$ cat src/rtl/wb_port_arbiter.sv
// Write-back port arbiter: shares one register-file write port between MEM_WB and a multi-cycle result FIFO.
// Optional starvation guard enabled by defining WB_ARB_STARVE_GUARD_EN.
package wb_arb_pkg;
   typedef logic [4:0] reg_idx_t;
endpackage

module wb_port_arbiter
   import wb_arb_pkg::*;
#(
   parameter int MC_FIFO_DEPTH = 2,
   parameter int STARVE_LIMIT  = 4
) (
   input  logic        clk,
   input  logic        rst,
   input  logic        wb_RegWrite,
   input  reg_idx_t    wb_rd,
   input  logic [31:0] wb_Rd,
   input  logic        mc_issue,
   input  reg_idx_t    mc_issue_rd,
   input  logic        mc_valid,
   input  reg_idx_t    mc_rd,
   input  logic [31:0] mc_Rd,
   output logic        mc_ready,
   input  reg_idx_t    id_rs1,
   input  reg_idx_t    id_rs2,
   output logic        hazard_stall,
   output logic        pipe_hold,
   output logic        rf_RegWrite,
   output reg_idx_t    rf_rd,
   output logic [31:0] rf_Rd,
   output logic [31:0] pend_vec
);

   localparam int AW = (MC_FIFO_DEPTH > 1) ? $clog2(MC_FIFO_DEPTH) : 1;
   localparam int CW = AW + 1;

   reg_idx_t    fifo_rd_q   [MC_FIFO_DEPTH];
   reg_idx_t    fifo_rd_d   [MC_FIFO_DEPTH];
   logic [31:0] fifo_data_q [MC_FIFO_DEPTH];
   logic [31:0] fifo_data_d [MC_FIFO_DEPTH];
   logic [AW-1:0] wr_ptr_q, wr_ptr_d;
   logic [AW-1:0] rd_ptr_q, rd_ptr_d;
   logic [CW-1:0] count_q, count_d;
   logic [31:0]   pend_q, pend_d;

   logic        empty;
   logic        full;
   logic        push;
   logic        pop;
   logic        wb_win;
   reg_idx_t    head_rd;
   logic [31:0] head_data;

   always_comb begin
      empty     = (count_q == '0);
      full      = (count_q == CW'(MC_FIFO_DEPTH));
      head_rd   = fifo_rd_q[rd_ptr_q];
      head_data = fifo_data_q[rd_ptr_q];
      mc_ready  = !full;
      wb_win    = wb_RegWrite && (wb_rd != '0);
   end

`ifdef WB_ARB_STARVE_GUARD_EN
   localparam int SW = $clog2(STARVE_LIMIT + 1);

   logic [SW-1:0] starve_cnt_q, starve_cnt_d;

   always_comb begin
      pipe_hold = !rst && !empty && (starve_cnt_q >= SW'(STARVE_LIMIT));
   end

   always_comb begin
      starve_cnt_d = starve_cnt_q;
      if (empty || pop) begin
         starve_cnt_d = '0;
      end else if (starve_cnt_q < SW'(STARVE_LIMIT)) begin
         starve_cnt_d = starve_cnt_q + SW'(1);
      end
   end

   always_ff @(posedge clk) begin
      if (rst) begin
         starve_cnt_q <= '0;
      end else begin
         starve_cnt_q <= starve_cnt_d;
      end
   end
`else
   logic unused_starve_limit;

   assign unused_starve_limit = (STARVE_LIMIT > 0);

   always_comb begin
      pipe_hold = 1'b0;
   end
`endif

   // A held MEM_WB request yields to the FIFO head; otherwise the pipeline goes first.
   always_comb begin
      pop         = 1'b0;
      rf_RegWrite = 1'b0;
      rf_rd       = '0;
      rf_Rd       = '0;
      if (!rst) begin
         if (pipe_hold && !empty) begin
            pop = 1'b1;
         end else if (wb_win) begin
            rf_RegWrite = 1'b1;
            rf_rd       = wb_rd;
            rf_Rd       = wb_Rd;
         end else if (!empty) begin
            pop = 1'b1;
         end
      end
      if (pop) begin
         rf_RegWrite = 1'b1;
         rf_rd       = head_rd;
         rf_Rd       = head_data;
      end
   end

   // Results for x0 are acknowledged but never stored.
   always_comb begin
      push = !rst && mc_valid && mc_ready && (mc_rd != '0);
   end

   always_comb begin
      fifo_rd_d   = fifo_rd_q;
      fifo_data_d = fifo_data_q;
      wr_ptr_d    = wr_ptr_q;
      rd_ptr_d    = rd_ptr_q;
      if (push) begin
         fifo_rd_d[wr_ptr_q]   = mc_rd;
         fifo_data_d[wr_ptr_q] = mc_Rd;
         wr_ptr_d              = wr_ptr_q + AW'(1);
      end
      if (pop) begin
         rd_ptr_d = rd_ptr_q + AW'(1);
      end
      count_d = count_q + CW'(push) - CW'(pop);
   end

   // Set is applied after clear so a same-cycle reissue keeps the index pending.
   always_comb begin
      pend_d = pend_q;
      if (pop) begin
         pend_d[head_rd] = 1'b0;
      end
      if (!rst && mc_issue && (mc_issue_rd != '0)) begin
         pend_d[mc_issue_rd] = 1'b1;
      end
      pend_d[0] = 1'b0;
   end

   always_comb begin
      hazard_stall = (pend_q[id_rs1] && (id_rs1 != '0)) ||
                     (pend_q[id_rs2] && (id_rs2 != '0));
      pend_vec     = pend_q;
   end

   always_ff @(posedge clk) begin
      if (rst) begin
         wr_ptr_q <= '0;
         rd_ptr_q <= '0;
         count_q  <= '0;
         pend_q   <= '0;
      end else begin
         wr_ptr_q <= wr_ptr_d;
         rd_ptr_q <= rd_ptr_d;
         count_q  <= count_d;
         pend_q   <= pend_d;
      end
   end

   always_ff @(posedge clk) begin
      fifo_rd_q   <= fifo_rd_d;
      fifo_data_q <= fifo_data_d;
   end

endmodule

$ cat config.mk
export PLATFORM = sky130hd
export DESIGN_NAME = wb_port_arbiter
export DESIGN_NICKNAME = d
export VERILOG_FILES = /design/src/rtl/wb_port_arbiter.sv
export SDC_FILE = /design/constraint.sdc
export NUM_CORES = 1
export LEC_CHECK = 0
export CORE_MARGIN = 8
export CORE_UTILIZATION = 40
export DETAILED_ROUTE_END_ITERATION = 8
export GPL_ROUTABILITY_DRIVEN = 0
export PLACE_DENSITY_LB_ADDON = 0.05
export SLEW_MARGIN = 20
export SYNTH_ARGS = -nofsm -noshare
export SYNTH_HDL_FRONTEND = slang
export SYNTH_SLANG_ARGS = --single-unit
$ cat constraint.sdc
create_clock -name clk -period 7.4 [get_ports clk]
set_input_delay 2.22 -clock clk [delete_from_list [all_inputs] [get_ports clk]]
set_output_delay 2.22 -clock clk [all_outputs]
set_load 0.01 [all_outputs]
==> results.sh <==
export IMPL_status="completed"
export IMPL_grt_pass1_vias=4212
export IMPL_avgSynthCellArea_um2=11.2
export IMPL_path_common_cell="clkdlybuf4s50_1"
export IMPL_critPathSlowestCell="clkdlybuf4s50_1"
export IMPL_clkTransAtPathRegs_ps=70
export IMPL_critPathMaxFanout=30
export IMPL_io_pins=167
export IMPL_rows=41
export IMPL_die_w_um=130
export IMPL_period_needed_ps=6920
export IMPL_peakVddDrop_uv=108
export IMPL_drtIter0Drc=250
export IMPL_viasPerCell=5.22
export IMPL_setup_viol=0
export IMPL_core_um2=12700
export IMPL_critPathArrivalTime_ps=4700
export IMPL_hold_class="flip-flop to flip-flop"
export IMPL_end_kind="output port"
export IMPL_grt_max_degree=38
export IMPL_drt_wirelength_per_cell_um=18.0
export IMPL_rsz0062_at_grt="no"
export IMPL_grt_total_usage_pct=17.0
export IMPL_p_leak_nw=2.41
export IMPL_crit_path_start_kind="primary input"
export IMPL_overflow=0
export IMPL_htreeDepth=3
export IMPL_grt_pass1_wl_um=22300
export IMPL_antenna_found_initial=0
export IMPL_worst_pin_slew_ps=847
export IMPL_cts_tree="done"
export IMPL_detail_route_first_pass_iterations=4
export IMPL_fin_nets=717
export IMPL_crit_chain="clkdlybuf4s50_1 > or4_4 > o21ai_4 > nand2_2 > buf_12 > o21ai_0 > clkdlybuf4s50_1"
export IMPL_fin_cells=798
export IMPL_synthCells=465
export IMPL_nFillCells=1104
export IMPL_post_cts_buffers=0
export IMPL_initial_core_util_pct=41.0
export IMPL_ys_seq_area_share_pct=56.2
export IMPL_drc=0
export IMPL_fin_setup_tns_ps=0
export IMPL_slew_violations=0
export IMPL_cp_buffers_inverters=3
export IMPL_dp_cells=782
export IMPL_crit_path_max_incr_delay_ps=580
export IMPL_cts_hold_buf=0
export IMPL_dp_hpwl_um=11100
export IMPL_dieArea_um2=16900
export IMPL_worstPathRequired_ps=5180
export IMPL_dr_max_layer_used="met4"
export IMPL_crit_type="primary input to output port"
export IMPL_diodes=0
export IMPL_synth_warnings=0
export IMPL_die_y_um=130
export IMPL_root_buffer="clkbuf_16"
export IMPL_fin_crit_sh_pct=93.5
export IMPL_insertion_delay_ps=340
export IMPL_vias=4162
export IMPL_drive_above_1_share_pct=8.47
export IMPL_cp_top_family="buffers and inverters"
export IMPL_relSlewSlack_pct=43.4
export IMPL_numClockSinks=109
export IMPL_met3WireLength_um=1270
export IMPL_synth_distinct_cells=44
export IMPL_ys_ff_latch=109
export IMPL_wl_met1_um=5600
export IMPL_met2_length_um=7300
export IMPL_area_delta_synth_final_pct=41.0
export IMPL_fin_worst_skew_ps=9.17
export IMPL_numPortBuffers=164
export IMPL_cts_max_path_buffers=2
export IMPL_synth_cell_area_um2=5200
export IMPL_fmax_ghz=0.144
export IMPL_final_antenna_net_count=0
export IMPL_hold_viol=0
export IMPL_powerDensity_nw_per_um2=194
export IMPL_cts_buffers_inserted=9
export IMPL_post_cts_resized=0
export IMPL_maxCapViolations=0
export IMPL_routed_wl_um=14400
## cells in the final DEF (no fill, tap or decap), drive strengths merged, types with 2 or more instances in the layout
cell	n
o2bb2ai	2
o32ai	4
a21oi	35
dfxtp	35
nand3b	4
or4	2
mux2i	43
clkinv	5
xnor2	2
xor2	2
mux4	11
o211ai	4
ha	2
nor2b	7
edfxtp	74
nand2	84
inv	9
o21ai	68
mux2	3
nand2b	6
a2bb2o	2
clkdlybuf4s50	164
nand3	7
nor3	3
nor3b	2
nor2	17
clkbuf	11
buf	6
a31oi	2
conb	2
## worst paths after layout
path                     start           end  slack [ps]  cells after the start
setup reg to reg      rd_ptr_q   pend_vec[7]        4990                      6
setup / recovery      wb_rd[3]     rf_Rd[20]         480                      7
hold reg to reg   pend_vec[12]  pend_vec[12]         520                      2
hold / removal    pend_vec[12]  pend_vec[12]         520                      2
## cells in the mapped netlist (all sizes together)
cell type  count  area [um2]
a211oi         1        7.51
a21oi         35         175
a221oi         1        8.76
a2bb2o         2        20.0
a31oi          2        12.5
and2           1        6.26
and4           1        8.76
buf           16         104
clkbuf        10        37.5
conb           1        3.75
dfxtp         35         701
edfxtp        74        2220
ha             2        25.0
inv            9        33.8
mux2           3        33.8
mux2i         43         430
mux4          11         248
nand2         84         318
nand2b         6        37.5
nand3          7        35.0
nand3b         4        30.0
nand4          1        6.26
nor2          17        66.3
nor2b          7        43.8
nor3           3        15.0
nor3b          2        15.0
o2111a         1        11.3
o2111ai        1        15.0
o211ai         4        30.0
o21ai         68         385
o21bai         1        7.51
o2bb2ai        2        17.5
o32ai          4        35.0
or4            2        18.8
xnor2          2        17.5
xor2           2        17.5
## metal layers
layer	track usage, %	vias to the layer above
li1	-	2023
met1	18.8	1969
met2	30.5	155
met3	5.30	15
met4	5.26	0
met5	0	-
## cell type report
| class | instances | area, um2 | share of cell area [%] |
|---|---|---|---|
| clock buffers | 11 | 264 | 3.60 |
| clock inverters | 5 | 32.5 | 0.444 |
| inverters | 9 | 33.8 | 0.461 |
| multi-input cells | 322 | 2130 | 29.0 |
| flip-flops and latches | 109 | 2920 | 39.9 |
| well taps | 172 | 215 | 2.93 |
| repair buffers | 170 | 1740 | 23.7 |
## kinds of logic (layout without fill, tap and decap cells)
family,count (synthesis),count (layout),share of synthesized area (%)
adder cells (fa/ha/maj),2,2,0.481
flip-flops,109,109,56.2
multiplexers,57,57,13.7
XOR/XNOR,4,4,0.674
buffers and inverters,35,195,3.37
AO/OA/AOI/OAI,122,122,14.0
other,1,2,0.0721
AND/OR/NAND/NOR,135,135,11.5
## flip-flops by register name, summed over array words and instances (netlist names)
signal       cells
wr_ptr_q         1
fifo_data_q     64
pend_vec        31
rd_ptr_q         1
fifo_rd_q       10
count_q          2
## power by group
part / total [W] / internal, W / switching, W
Sequential: 0.000694 / 0.000680 / 0.0000145
Combinational: 0.000259 / 0.000135 / 0.000125
Clock: 0.000467 / 0.000258 / 0.000210
Total: 0.00142 / 0.00107 / 0.000349
## worst reg2reg max path, cell delays in order (launching register included)
cell	delay (ps)
dfxtp_2	630
buf_4	530
nand2_1	130
a2bb2o_1	270
nand3_1	300
o21ai_0	330
a21oi_1	100
## per-stage QoR
step | power, W | hold WS, ps | setup slack (ps) | instance area [um2] | util [%]
detailed placement | 0.000971 | 506 | 445 | 7040 | 55.5
global route | 0.00148 | 543 | 340 | 7330 | 57.9
floorplan | 0.000832 | 507 | 1660 | 5200 | -
global placement | 0.000962 | 503 | 485 | 6980 | 55.1
CTS | 0.00144 | 515 | 443 | 7330 | 57.9
finish | 0.00142 | 521 | 478 | 7330 | 57.9
No activity file was read; power rests on OpenSTA's default activity.
==> edit 1, RTL diff (same settings) <==
Add a define of `WB_ARB_STARVE_GUARD_EN`.
--- a/src/rtl/wb_port_arbiter.sv
+++ b/src/rtl/wb_port_arbiter.sv
@@ -2,2 +2,4 @@
 // Optional starvation guard enabled by defining WB_ARB_STARVE_GUARD_EN.
+`define WB_ARB_STARVE_GUARD_EN
+
 package wb_arb_pkg;
Behaviour: not the same (Yosys sat finds a counterexample within 10 cycles, from zero or initial values and one cycle with rst high).
==> edit 1 against the unedited design <==
- sequential cell count grew 3
- sequential power grew 3%
- non-clock buffer count up 2
- synthesized cell count is 6.0% lower
- design area is 2.2% higher
- synthesized area increased by 4.4%
- power grew 1.2%
- worst setup slack improved by 0.065 ns
- wire length hardly changed
==> edit 1: results (changes against the unedited design) <==
Critical Path Fanout Max 35 (+17%); Via density 5.30 (+1.6%); Port Buf Inserts 165 (+0.61%); fillcell total 1176 (+6.5%); Slew @ Worst Pin 0.643 ns (-0.204 ns); post-synth cell types 53 (+20%); Worst-Skew Late Latency 0.35 ns; outcome finished clean; largest net degree at the start of global routing 38 (unchanged); Total GRT Usage 16.5% (-0.54 points); vias in the first global route 4339 (+3.0%); Peak VDD IR 0.115 mV (+5.7%); clk buf depth 2 (unchanged); CP arrival 4.64 ns (-0.06 ns); Reg with most FFs fifo_data_q; drc violations 0 (unchanged); Final #Nets 694 (-3.2%); first-pass GRT wire length 23.0 mm (+3.4%); initial antenna violation count 0 (unchanged); Hold Crit Class flop to flop; EDFF count, synth 74 (unchanged); Post-synth ARST share 0% (unchanged); warnings from Yosys 0 (unchanged); DRT Pass-1 Iters 5 (+1); TritonCTS buffer count 9 (unchanged); leak pwr 0.00243 uW (+0.90%); register clock-pin slew on the reported worst setup and hold paths 0.07 ns (about the same); antenna cells 0 (unchanged); top cells by area, synth edfxtp_1 41%, dfxtp_1 14%, mux2i_1 7.9%, o2bb2ai_2 4.7%, mux4_2 4.6%; synth cell count leaders 74 x edfxtp_1, 45 x nand2_1, 43 x mux2i_1; Syn Nets 534; Post-synth top flop edfxtp_1; DR iter-0 viols 253 (+1.2%); met3 global-route usage 7.12% (+1.8 points); Final Skew 0.00734 ns (-0.00183 ns); post-cts resize count 0 (unchanged); post-CTS setup buffers 0 (unchanged); Routed WL 14.3 mm (about the same); htree depth 3 (unchanged); fraction of layout cells with a size suffix above 1 10.8% (+2.3 points); register area share after synthesis 55.0% (-1.2 points); met1 Usage GRT 18.4% (-0.44 points); DP Wirelength 10.9 mm (-1.8%); M2 GR Usage 27.9% (-2.6 points); max reg flops 64 (unchanged); Root Buffer clkbuf_16
==> edit 1: cell count changes in the layout (fill, tap and decap cells not counted), sizes merged, moves of 3 or more <==
cell	delta
nand2	-38
nand3	+4
inv	+7
dfxtp	+3
a21oi	-3
o2bb2ai	+36
clkinv	-4
o21ai	-37
==> edit 1: worst max-delay path, stage by stage <==
cell and delay [ns]:
clkdlybuf4s50_1 0.42, or4_4 0.58, o21ai_4 0.22, nand2_2 0.11, buf_4 0.28, o2bb2ai_1 0.20, clkdlybuf4s50_1 0.56
==> edit 1: worst paths after layout <==
| path | start | slack (ns) | end | cells past startpoint |
|---|---|---|---|---|
| max | wb_rd[1] | 0.54 | rf_Rd[7] | 7 |
| min | starve_cnt_q[0]$_SDFFE_PP0N_ | 0.45 | starve_cnt_q[0]$_SDFFE_PP0N_ | 1 |
| max reg2reg | count_q[0]$_SDFF_PP0_ | 5.49 | fifo_data_q[4]$_DFFE_PP_ | 4 |
| min reg2reg | starve_cnt_q[0]$_SDFFE_PP0N_ | 0.45 | starve_cnt_q[0]$_SDFFE_PP0N_ | 1 |
==> edit 1: cell type report <==
type                    instances  area (um^2)  area share [%]
flip-flops and latches        112         2980            39.8
multi-input cells             291         2270            30.3
repair buffers                172         1700            22.7
clock buffers                   9          225            3.00
well taps                     176          220            2.94
clock inverters                 6         50.0           0.667
inverters                      11         41.3           0.551
==> edit 1: cells by family (layout without fill, tap and decap cells) <==
family	Yosys count	after routing	share of synthesized area (%)
flops	112	112	55.0
other cells	1	1	0.0691
compound gates	119	119	17.1
buf+inv	34	198	3.53
simple gates	107	107	9.87
mux	57	57	13.1
fa+ha+maj	3	3	0.692
xor+xnor	4	4	0.646
==> edit 1: per-stage QoR <==
step	cell area, um^2	hold slack, ns	worst slack (ns)	power, uW	instances
after floorplan	5430	0.407	1.65	865	437
after global placement	7220	0.435	0.555	995	762
after detailed placement	7220	0.438	0.528	999	762
after CTS	7500	0.447	0.522	1460	777
after global routing	7500	0.471	0.382	1500	777
final	7500	0.452	0.543	1440	777
==> edit 1: where the power goes <==
group / switching [uW] / internal, uW / total [uW]
sequential: 16.1 / 696 / 712
clock: 225 / 233 / 458
combinational: 131 / 137 / 268
total: 372 / 1070 / 1440
==> edit 1: layer usage <==
| metal | vias up | part of all wire, % |
|---|---|---|
| li1 | 2006 | - |
| met1 | 1956 | 40 |
| met2 | 147 | 50 |
| met3 | 8 | 9.0 |
| met4 | 0 | 0.92 |
| met5 | - | 0 |
==> edit 2, RTL diff (config.mk and constraints unchanged) <==
Without the edit above. `MC_FIFO_DEPTH`: 2 -> 4.
--- a/src/rtl/wb_port_arbiter.sv
+++ b/src/rtl/wb_port_arbiter.sv
@@ -9,3 +9,3 @@
 #(
-   parameter int MC_FIFO_DEPTH = 2,
+   parameter int MC_FIFO_DEPTH = 4,
    parameter int STARVE_LIMIT  = 4
Check against the original RTL: not equivalent (Yosys sat finds a counterexample within 4 cycles, from zero or initial values and one cycle with rst high).
==> edit 2 against the unedited design <==
- global-route usage hardly changed
- largest power group unchanged
- synthesized area rose by 59%
- worst setup slack gained 0.038 ns
- wire length up 50%
- power rose by 78%
- design area up 46%
- highest routed layer is now met5
- critical path type unchanged
- sequential cell count is 77 higher
==> edit 2: results (changes against the unedited design) <==
outcome finished clean; hold_sp wr_ptr_q[1]$_SDFFE_PP0P_; CP endpoint rf_rd[4]; leak pwr 0.00342 uW (+42%); Metal-1 WL 9.34 mm (+67%); CP arrival 4.66 ns (-0.04 ns); DP Cell Count 925 (+18%); Reg with most FFs fifo_data_q; pre-CTS setup slack 0.507 ns (+0.0620 ns); reg2reg start count_q[1]$_SDFF_PP0_; fraction of layout cells with a size suffix above 1 16.5% (+8.0 points); largest net degree at the start of global routing 40 (+5.3%); flop2flop setup slack 4.50 ns (-0.49 ns); Total GRT Usage 17.0% (about the same); DR top layer met5; Peak VDD IR 0.151 mV (+39%); worst hold endpoint wr_ptr_q[1]$_SDFFE_PP0P_; minimum clock period 6.88 ns (-0.0379 ns); WL per Instance 22.4 um (+25%); TritonCTS buffer count 17 (+8); Routed WL 21.5 mm (+50%); EDFF count, synth 148 (+100%); Slowest-stage cell, CP or4_1; post-synth cell types 55 (+25%); synth cell count leaders 148 x edfxtp_1, 51 x mux4_2, 38 x dfxtp_1; Slew HR 30.3% (-13 points); M2 GR Usage 27.1% (-3.5 points); Worst-Skew Late Latency 0.42 ns (+0.08 ns); htree depth 4 (+1); met3 WL 1.26 mm (-0.55%); first-pass GRT wire length 33.7 mm (+51%); top cells by area, synth edfxtp_1 54%, mux4_2 14%, dfxtp_1 9.2%, a22o_1 3.9%, mux2i_1 1.5%; area share of fa/ha/maj cells after synthesis 1.15% (+0.67 points); max reg flops 128 (+100%); Final #Nets 775 (+8.1%); Critical Path Fanout Max 37 (+23%); register area share after synthesis 63.1% (+6.9 points); DR iter-0 viols 418 (+67%); area post-placement 0.0102 mm^2 (+44%); vias in the first global route 5871 (+39%); CP peak stage delay 0.56 ns (-0.02 ns); mux cell area share after synthesis 15.4% (+1.7 points); met1 Usage GRT 21.8% (+2.9 points); compound-gate portion of the synthesized area 10.5% (-3.5 points); via count 5415 (+30%); DP Wirelength 14.9 mm (+33%); FF-to-FF path depth 11 (+5); end of the worst register-to-register path count_q[2]$_SDFF_PP0_; met3 global-route usage 4.63% (-0.68 points); Final Skew 0.00851 ns (-0.000662 ns); worst hold slack 0.518 ns (-0.00287 ns); Post-Synth XOR/XNOR Area 0.318% (-0.36 points); DR WL met2 10.3 mm (+41%)
edit 2: cell count changes in the layout (fill, tap and decap cells not counted), sizes merged, moves of 8 or more:
cell | unedited run | this run
a22o | 0 | 37
a21oi | 35 | 19
nand2 | 84 | 28
mux2i | 43 | 12
edfxtp | 74 | 148
mux4 | 11 | 51
inv | 9 | 17
o21ai | 68 | 7
edit 2: layout make-up:
cell class	count	area (um^2)	area share, %
well taps	270	338	3.15
repair buffers	173	1710	15.9
inverters	10	37.5	0.349
clock inverters	13	133	1.23
multi-input cells	286	2880	26.8
clock buffers	18	429	4.00
diodes	1	2.50	0.0233
flip-flops and latches	186	5210	48.5
edit 2: where the power goes:
group	switching [uW]	leakage, uW	total [uW]	internal [uW]
sequential	34.6	0.00165	1210	1170
clock	401	0.000273	873	472
combinational	217	0.00150	447	231
total	653	0.00342	2530	1870
edit 2: stage by stage:
step,utilization (%),power (uW)
finish,53.1,2530
global route,53.1,2630
CTS,53.0,2550
detailed placement,50.2,1680
global placement,50.2,1670
floorplan,-,1480
